**src/rtl/iram_ctrl_pkg.sv**
```systemverilog
// Shared types and default command bytes for the instruction-RAM load sequencer.
package iram_ctrl_pkg;

    typedef enum logic [1:0] {
        MODE_READ  = 2'd0,
        MODE_WRITE = 2'd1,
        MODE_DBG   = 2'd2,
        MODE_PARK  = 2'd3
    } ram_mode_e;

    typedef enum logic [3:0] {
        IDLE,
        LD_LEN,
        LD_DATA,
        LD_ADV,
        DP_CLR,
        DP_SETTLE,
        DP_SEND,
        DP_STEP,
        FETCH,
        DBG
    } state_e;

    localparam int unsigned DELIM_DEF    = 32'h24;
    localparam int unsigned CMD_LOAD_DEF = 32'h4C;
    localparam int unsigned CMD_DUMP_DEF = 32'h44;

endpackage

```
**src/rtl/btn_sync2.sv**
```systemverilog
// Two-flop synchroniser bringing the raw debug button into the clk domain.
module btn_sync2 (
    input  logic clk,
    input  logic rst,
    input  logic d,
    output logic q
);

    logic meta;

    always_ff @(posedge clk) begin
        if (rst) begin
            meta <= 1'b0;
            q    <= 1'b0;
        end else begin
            meta <= d;
            q    <= meta;
        end
    end

endmodule

```
**src/rtl/iram_load_sequencer.sv**
```systemverilog
// Arbitrates the instruction RAM between UART load/dump commands, CPU fetch and
// manual debug stepping; drives the RAM's MODE/data/address/DEBUG pins.
module iram_load_sequencer
    import iram_ctrl_pkg::*;
#(
    parameter int unsigned N           = 8,
    parameter int unsigned MAX_ADDRESS = 255,
    parameter int unsigned DELIM       = DELIM_DEF,
    parameter int unsigned CMD_LOAD    = CMD_LOAD_DEF,
    parameter int unsigned CMD_DUMP    = CMD_DUMP_DEF,
    parameter int unsigned SETTLE      = 4
) (
    input  logic         clk,
    input  logic         rst,
    input  logic [N-1:0] rx_data,
    input  logic         rx_valid,
    output logic [N-1:0] tx_data,
    output logic         tx_valid,
    input  logic         tx_ready,
    input  logic [N-1:0] ram_data_out,
    output logic [1:0]   ram_mode,
    output logic [N-1:0] ram_data_in,
    output logic [N-1:0] ram_address,
    output logic         ram_debug,
    input  logic         cpu_req,
    input  logic [N-1:0] cpu_addr,
    output logic         cpu_grant,
    input  logic         dbg_en,
    input  logic         dbg_btn,
    output logic         busy,
    output logic         err,
    output logic [N-1:0] load_count
);

    localparam int unsigned NP1     = N + 1;
    localparam int unsigned LEN_CAP = (32'd1 << N) - 32'd1;
    localparam int unsigned MAX_LEN = ((MAX_ADDRESS + 1) > LEN_CAP) ? LEN_CAP : (MAX_ADDRESS + 1);
    localparam int unsigned SW      = (SETTLE > 1) ? $clog2(SETTLE) : 1;

    localparam logic [N-1:0]   DELIM_B    = N'(DELIM);
    localparam logic [N-1:0]   CMD_LOAD_B = N'(CMD_LOAD);
    localparam logic [N-1:0]   CMD_DUMP_B = N'(CMD_DUMP);
    localparam logic [NP1-1:0] MAX_LEN_W  = NP1'(MAX_LEN);
    localparam logic [SW-1:0]  SETTLE_END = SW'(SETTLE - 1);

    state_e         state;
    ram_mode_e      mode_q;
    logic [NP1-1:0] rem;
    logic [NP1-1:0] cnt;
    logic [N-1:0]   len;
    logic [N-1:0]   pend;
    logic           first;
    logic           hold;
    logic [SW-1:0]  settle_cnt;
    logic           btn_s;
    logic           is_load;
    logic           is_dump;

    btn_sync2 u_btn_sync (
        .clk (clk),
        .rst (rst),
        .d   (dbg_btn),
        .q   (btn_s)
    );

    assign is_load  = rx_valid && (rx_data == CMD_LOAD_B);
    assign is_dump  = rx_valid && (rx_data == CMD_DUMP_B);
    assign ram_mode = mode_q;

    always_ff @(posedge clk) begin
        if (rst) begin
            state       <= IDLE;
            mode_q      <= MODE_PARK;
            tx_data     <= '0;
            tx_valid    <= 1'b0;
            ram_data_in <= '0;
            ram_address <= '0;
            ram_debug   <= 1'b0;
            cpu_grant   <= 1'b0;
            busy        <= 1'b0;
            err         <= 1'b0;
            load_count  <= '0;
            rem         <= '0;
            cnt         <= '0;
            len         <= '0;
            pend        <= '0;
            first       <= 1'b0;
            hold        <= 1'b0;
            settle_cnt  <= '0;
        end else begin
            // Bytes that arrive while the sequencer cannot accept them are lost.
            if (rx_valid && (state inside {LD_ADV, DP_CLR, DP_SETTLE, DP_SEND, DP_STEP, FETCH})) begin
                err <= 1'b1;
            end

            case (state)
                IDLE, DBG: begin
                    ram_debug <= 1'b0;
                    if (is_load) begin
                        state  <= LD_LEN;
                        busy   <= 1'b1;
                        mode_q <= MODE_PARK;
                    end else if (is_dump) begin
                        if (load_count == '0) begin
                            err <= 1'b1;
                        end else begin
                            state  <= DP_CLR;
                            busy   <= 1'b1;
                            mode_q <= MODE_PARK;
                        end
                    end else if (cpu_req) begin
                        state       <= FETCH;
                        mode_q      <= MODE_PARK;
                        cpu_grant   <= 1'b1;
                        ram_address <= cpu_addr;
                    end else if (dbg_en) begin
                        state     <= DBG;
                        mode_q    <= MODE_DBG;
                        ram_debug <= btn_s;
                    end else begin
                        state  <= IDLE;
                        mode_q <= MODE_PARK;
                    end
                end

                LD_LEN: begin
                    if (rx_valid) begin
                        if (rx_data == '0 || NP1'(rx_data) > MAX_LEN_W) begin
                            err   <= 1'b1;
                            busy  <= 1'b0;
                            state <= IDLE;
                        end else begin
                            rem         <= NP1'(rx_data);
                            len         <= rx_data;
                            first       <= 1'b1;
                            hold        <= 1'b0;
                            ram_data_in <= '0;
                            mode_q      <= MODE_WRITE;
                            state       <= LD_DATA;
                        end
                    end
                end

                LD_DATA: begin
                    if (rem == '0) begin
                        // Keep the final byte on the pins for two cycles before parking.
                        if (hold) begin
                            load_count <= len;
                            mode_q     <= MODE_PARK;
                            busy       <= 1'b0;
                            state      <= IDLE;
                        end else begin
                            hold <= 1'b1;
                        end
                    end else if (rx_valid) begin
                        rem <= rem - NP1'(1);
                        if (rx_data == DELIM_B) begin
                            err <= 1'b1;
                        end else if (first) begin
                            ram_data_in <= rx_data;
                            first       <= 1'b0;
                        end else begin
                            ram_data_in <= DELIM_B;
                            pend        <= rx_data;
                            state       <= LD_ADV;
                        end
                    end
                end

                LD_ADV: begin
                    ram_data_in <= pend;
                    state       <= LD_DATA;
                end

                DP_CLR: begin
                    mode_q     <= MODE_DBG;
                    cnt        <= NP1'(load_count);
                    settle_cnt <= '0;
                    state      <= DP_SETTLE;
                end

                DP_SETTLE: begin
                    if (settle_cnt == SETTLE_END) begin
                        tx_data  <= ram_data_out;
                        tx_valid <= 1'b1;
                        state    <= DP_SEND;
                    end else begin
                        settle_cnt <= settle_cnt + SW'(1);
                    end
                end

                DP_SEND: begin
                    if (tx_ready) begin
                        tx_valid <= 1'b0;
                        cnt      <= cnt - NP1'(1);
                        if (cnt == NP1'(1)) begin
                            mode_q <= MODE_PARK;
                            busy   <= 1'b0;
                            state  <= IDLE;
                        end else begin
                            ram_debug <= 1'b1;
                            state     <= DP_STEP;
                        end
                    end
                end

                DP_STEP: begin
                    ram_debug  <= 1'b0;
                    settle_cnt <= '0;
                    state      <= DP_SETTLE;
                end

                FETCH: begin
                    mode_q      <= MODE_PARK;
                    ram_address <= cpu_addr;
                    if (cpu_req) begin
                        cpu_grant <= 1'b1;
                    end else begin
                        cpu_grant <= 1'b0;
                        state     <= IDLE;
                    end
                end

                default: begin
                    mode_q <= MODE_PARK;
                    busy   <= 1'b0;
                    state  <= IDLE;
                end
            endcase
        end
    end

endmodule

```
**config.mk**
```make
export PLATFORM = sky130hd
export DESIGN_NAME = iram_load_sequencer
export DESIGN_NICKNAME = d
export VERILOG_FILES = /design/src/rtl/iram_ctrl_pkg.sv /design/src/rtl/btn_sync2.sv /design/src/rtl/iram_load_sequencer.sv
export SDC_FILE = /design/constraint.sdc
export NUM_CORES = 1
export LEC_CHECK = 0
export CAP_MARGIN = 10
export CORE_ASPECT_RATIO = 0.5
export CORE_UTILIZATION = 41
export DETAILED_ROUTE_END_ITERATION = 6
export GPL_TIMING_DRIVEN = 0
export PLACE_DENSITY = 0.66
export SYNTH_ARGS = -nofsm -noshare
export SYNTH_HDL_FRONTEND = slang
export SYNTH_HIERARCHICAL = 1
export SYNTH_SLANG_ARGS = --single-unit
export TNS_END_PERCENT = 20
```
**constraint.sdc**
```tcl
create_clock -name clk -period 2.04 [get_ports clk]
set_clock_uncertainty 0.1 [all_clocks]
set_input_delay 0.306 -clock clk [delete_from_list [all_inputs] [get_ports clk]]
set_output_delay 0.306 -clock clk [all_outputs]
set_load 0.005 [all_outputs]
```
; ---- Word level (Yosys, flattened, before mapping)
; Cells that the tools add are included.
[classes]
n_addsub = 3
multipliers = 0
div = 0
n_lt_le_gt_ge = 0
n_eq_ne = 38
n_shift = 0
muxes = 94
bitwise_logic = 6
n_reduce_logical = 35
[op_table]
columns = op, count
row1 = 2-to-1 mux 8 bit, 9
row2 = 2-to-1 mux 4 bit, 14
row3 = 2-to-1 mux 9 bit, 5
row4 = 2-to-1 mux 1 bit, 40
row5 = one-hot mux 9 bit (2 select lines), 2
row6 = one-hot mux 4 bit (8 select lines), 1
row7 = "!= test 2 bit, second input constant", 15
row8 = one-hot mux 8 bit (3 select lines), 1
row9 = 2-to-1 mux 2 bit, 11
row10 = "!= test 3 bit, second input constant", 6
row11 = AND reduction 9 bit, 2
row12 = "subtractor 9 x 1 -> 9 bit, second input constant", 2
row13 = "equality test 4 x 3 -> 1 bit, second input constant", 4
row14 = "equality test 8 x 7 -> 1 bit, second input constant", 2
row15 = zero test 8 bit, 2
row16 = one-hot mux 8 bit (2 select lines), 1
row17 = one-hot mux 2 bit (6 select lines), 1
row18 = AND reduction 3 bit, 4
row19 = AND reduction 6 bit, 2
row20 = AND reduction 5 bit, 2
row21 = nonzero test 2 bit, 5
row22 = "equality test 9 x 1 -> 1 bit, second input constant", 1
row23 = zero test 9 bit, 1
row24 = "equality test 4 x 2 -> 1 bit, second input constant", 2
row25 = 23 further kinds, 41
[word_totals]
register_bits = 83
latchBits = 0
mem_bits_rw = 0
rom_bits = 0
input_bits = 31
out_inout_bits = 39
word_cells = 196
memories = 0

; ---- Logic depth before layout (Yosys ltp)
[logic_depth]
depth_word = 8
depth_mapped = 8
depth_no_buf = 7

; ---- Hierarchy
; Netlist, hierarchy kept.
[modules_own_cells]
columns = mod, n_inst, cells_per_inst, area_per_inst_um2, seq_area_each_um2
row1 = iram_load_sequencer, 1, 508, 4357.9, 1621.6
row2 = btn_sync2, 1, 4, 52.6, 40.0

; ---- Worst setup path after synthesis
; No wires, ideal clock.
[synth_timing]
path_kind = register to register
from = reg rem[0]
to = reg mode_q[1], in the netlist ram_mode[1]
setup_time_ps = 117
arrival_time_ps = 1843
required_ps = 1823
path_slack_ps = -21
stages_incl_launch_ff = 8
path_buffers = 0
synth_period_minus_slack_ps = 2061
cell_sequence = dfxtp_1 > inv_1 > ha_1 > or4b_4 > o21ai_4 > o2111a_1 > nand2_1 > a2bb2oi_2
[synth_via]
elab_chain_cells = 3
[synth_rtl]
columns = element, line
row1 = start: declaration, iram_load_sequencer.sv:48  ; logic [NP1-1:0] rem;
row2 = start signal: assignment, iram_load_sequencer.sv:133  ; rem <= NP1'(rx_data);
row3 = start signal: assignment, iram_load_sequencer.sv:156  ; rem <= rem - NP1'(1);
row4 = zero test 9 bit, iram_load_sequencer.sv:145  ; if (rem == '0) begin
row5 = != test 2 bit (no source line), n/a
row6 = AND reduction 8 bit (no source line), n/a
row7 = end signal: assignment, iram_load_sequencer.sv:138  ; mode_q <= MODE_WRITE;
row8 = end signal: assignment, iram_load_sequencer.sv:149  ; mode_q <= MODE_PARK;
row9 = end signal: assignment, iram_load_sequencer.sv:176  ; mode_q <= MODE_DBG;
row10 = end: declaration, iram_load_sequencer.sv:47  ; ram_mode_e mode_q;
; No other way between the ends.
; A chain may end at the register's enable or synchronous reset.

; ---- Worst setup path in the final report
[layout_timing]
from = reg rem[0]
to = reg mode_q[0], in the netlist ram_mode[0]
; The elaborated chain is that of the path after synthesis.

==> run_results.csv <==
group,metric,value,unit
drt,first_pass_iters,5,
clock_tree,clock_sinks,83,
setup_path,worstSetupStartpointType,"flop",
setup_path,r2r-end,"ram_mode[0]",
status,violations,"negative setup slack",
global_route,antenna_found_initial,0,
floorplanning,coreArea,10340,µm²
timing,holdWs,0.1442,ns
power,vdd_drop_max,472.0,µV
drt,drt-total-wl,13710,µm
timing,fin_ws,-0.1538,ns
floorplanning,die_h,75.34,µm
drt,drt-initial-drc-count,287,
power,seqPwrFrac,31.3,%
drt,drt_drc_violations_left,0,
timing,slew_viol_final,0,
setup_path,path_max_fanout,4,
global_route,grt_pass1_vias,3951,
setup_path,r2r_start,"rem[0]",
yosys,syn_avg_cell_area,8.614,µm²
yosys,synth-edff-count,0,
setup_path,path_class,"reg2reg",
power,p_int,4.287,mW
global_route,gr-total-overflow,0,
setup_path,cp_data_arrival_time,2.37,ns
global_route,grt.busiest_layer,"met2",
setup_path,reg2reg_slack,-0.15,ns
setup_path,worstPathRequired,2.21,ns
clock_tree,ctsHoldBuffers,0,
global_route,grtUsageMet3,6.826,%
placed_design,place_congestion,0.9354,
yosys,syn_nets,548,
placed_design,portBuffers,68,
yosys,syn_area,4410,µm²
clock_tree,cts_buffer_depth,2,
setup_path,worst-r2r-cell-count,7,
power,clkPwrFrac,22.6,%
timing,slew_headroom,51.58,%
power,powerDensity,1119,nW/µm²
placed_design,hpwlAfterDp,9135,µm
global_route,grt_pass1_wl,21110,µm
floorplanning,rows,26,
status,status,"complete, but fails checks",
layout,drive_gt1_share,22.62,%
timing,tightestPinTransition,0.7263,ns
floorplanning,start_util,42.63,%
yosys,yosys-top-cells-area,"dfxtp_1 38%, a21oi_1 7.6%, mux2i_1 5.0%, nor2_1 4.3%, o21ai_0 3.2%",
power,combPwrFrac,46.1,%
drt,vias_per_cell,5.810,
yosys,yosysTopAreaCellShare,37.67,%
timing,fin_crit_sh,107.5,%
global_route,grtUsageTotal,24.83,%
timing,setup_viol,39,
worst_hold_path,hold_depth,3,
clock_tree,cts_tree,"built",
placed_design,placed_area,5270,µm²
power,leakagePower,2.298,nW
drt,drtAntennaViolNets,0,
layout,multi_input_area,2788,µm²
drt,routedWlPerCell,18.06,µm
yosys,synth_flop_cell,"dfxtp_1",
clock_tree,root_buffer,"clkbuf_16",
layout,regArea,1669,µm²
global_route,grt_max_degree,15,
power,power.switching,2.555,mW
yosys,synth_common_cells,"83 x dfxtp_1, 67 x a21oi_1, 50 x nor2_1",
clock_tree,numCtsBuffers,9,
timing,rsz0062_at_grt,"yes",
setup_path,end_kind,"flop",
global_route,grt_use_met2,38.58,%
yosys,yosysTopAreaCell,"dfxtp_1",
layout,fillers,939,
yosys,synthCells,512,
yosys,ys_ff_latch,83,
floorplanning,io_pins,70,
clock_tree,clock_latency,0.34,ns
drt,vias,4410,
yosys,synth.most_common_cell,"dfxtp_1",
clock_tree,htreeDepth,3,
yosys,synth_cell_types,82,
timing,clock.fmax,455.8,MHz
power,p_total,6.842,mW
yosys,ys_seq_area_share,37.67,%
worst_hold_path,min_from,"rx_data[3]",
job,maxCapViolCount,0,
layout,diodes,0,
worst_hold_path,min_path_type,"in2reg",
layout,nets,650,
global_route,grtUsageMet1,33.36,%
layout,fin_area,6116,µm²
clock_tree,cts.clk_slew.worst_paths,0.06,ns
layout,syn2layout_area_growth,38.67,%
yosys,yosysWarnings,6,
floorplanning,die_w,148.7,µm
power,swShare,37.35,%
worst_hold_path,min_to,"len[3]",
timing,final_hold_viol_count,0,
yosys,postSynth.asyncResetShare,0,%
floorplanning,die_area,11200,µm²
timing,fin_crit,2.194,ns
[per-layer routing]
| metal | vias to the layer above | part of all wire, % |
|---|---|---|
| met2 | 186 | 43 |
| met1 | 2087 | 46 |
| met3 | 30 | 8.2 |
| li1 | 2107 | - |
| met5 | - | 0 |
| met4 | 0 | 2.3 |
[cell families after synthesis]
family | count (synthesis) | share of synthesized area (%)
xor gates and xnor gates | 3 | 0.5959
muxes | 24 | 5.503
DFF | 83 | 37.67
AOI/OAI and AO/OA | 166 | 25.53
and+or+nand+nor | 184 | 23.40
buffers and inverters | 47 | 5.872
adders and majority gates | 5 | 1.418
[critical path, cell delays in order (launching register included)]
cell       delay, ns
dfxtp_2         0.32
inv_2           0.07
ha_4            0.14
or4b_4          0.50
o21ai_4         0.27
o2111ai_4       0.17
a211o_1         0.39
a21oi_1         0.17
[stage by stage]
stage | utilization, % | worst slack [ns] | TNS [ns] | cells
detailed placement | 50.94 | -0.9305 | -33.62 | 720
CTS | 56.53 | -0.1004 | -0.4760 | 752
global route | 59.12 | -0.1997 | -4.988 | 759
global placement | 50.94 | -0.9079 | -32.54 | 720
finish | 59.12 | -0.1538 | -1.774 | 759
floorplan | - | -0.005344 | -0.009208 | 512
[state kept, by name (all words and copies together), names as in the netlist]
name             count
ram_address          8
ram_mode             2
tx_data              8
busy                 1
len                  8
rem                  9
ram_debug            1
settle_cnt           2
err                  1
first                1
pend                 8
tx_valid             1
state                4
ram_data_in          8
hold                 1
u_btn_sync/q         1
cpu_grant            1
u_btn_sync/meta      1
load_count           8
cnt                  9
[placed cells by master (no fill, tap or decap), types with 5 or more instances in the layout]
master and n:
mux2i_1 22, buf_4 21, clkbuf_16 10, o21ai_0 17, nand2_1 31, nor2b_1 5
nand3_1 20, a21oi_1 57, nor2_1 47, buf_6 11, dfxtp_2 6, nor3_1 12
a311oi_1 5, a31oi_1 6, o21ai_2 5, clkdlybuf4s50_1 60, a311oi_2 5, clkbuf_1 14
o21ai_4 6, and2_1 5, inv_1 10, a21oi_2 8, dfxtp_1 77, nand2b_1 5
a22oi_1 9, dlygate4sd2_1 7
[layout make-up]
cell class | count | share of cell area, %
timing repair buffer | 93 | 14.95
multi-input combinational | 382 | 45.58
buffer | 32 | 3.928
sequential | 83 | 27.29
clock buffer | 11 | 3.969
clock inverter | 5 | 0.6137
tap | 140 | 2.864
inverter | 13 | 0.7979
[power groups by stage]
stage                     Combinational [mW]  Clock, mW  Sequential (mW)
after floorplan                         1.70          0             2.09
after global placement                  2.48          0             2.12
after detailed placement                2.49          0             2.12
after CTS                               2.81       1.57             2.11
after global routing                    3.37       1.67             2.18
final                                   3.15       1.55             2.14
[worst max path at each step]
stage / start / endpoint / slack, ns / depth (start not counted)
3_3_place_gp: rx_data[4] / ram_address[7] / -0.91 / 6
5_1_grt: rem[0] / ram_mode[0] / -0.20 / 7
3_5_place_dp: rx_data[4] / ram_address[5] / -0.93 / 6
6_report: rem[0] / ram_mode[0] / -0.15 / 7
4_1_cts: state[3] / rem[8] / -0.10 / 6
2_1_floorplan: rem[0] / busy / -0.005 / 7
[timing repair]
action / CTS / global route
endpoints found under the setup margin: 74 / 74
endpoints found under the hold margin: 0 / 0
pin swaps: 15 / 23
gates resized for setup: 57 / 55
gates cloned: 1 / 1
buffers inserted: 16 / 7
Power figures use the tool's default switching activity.
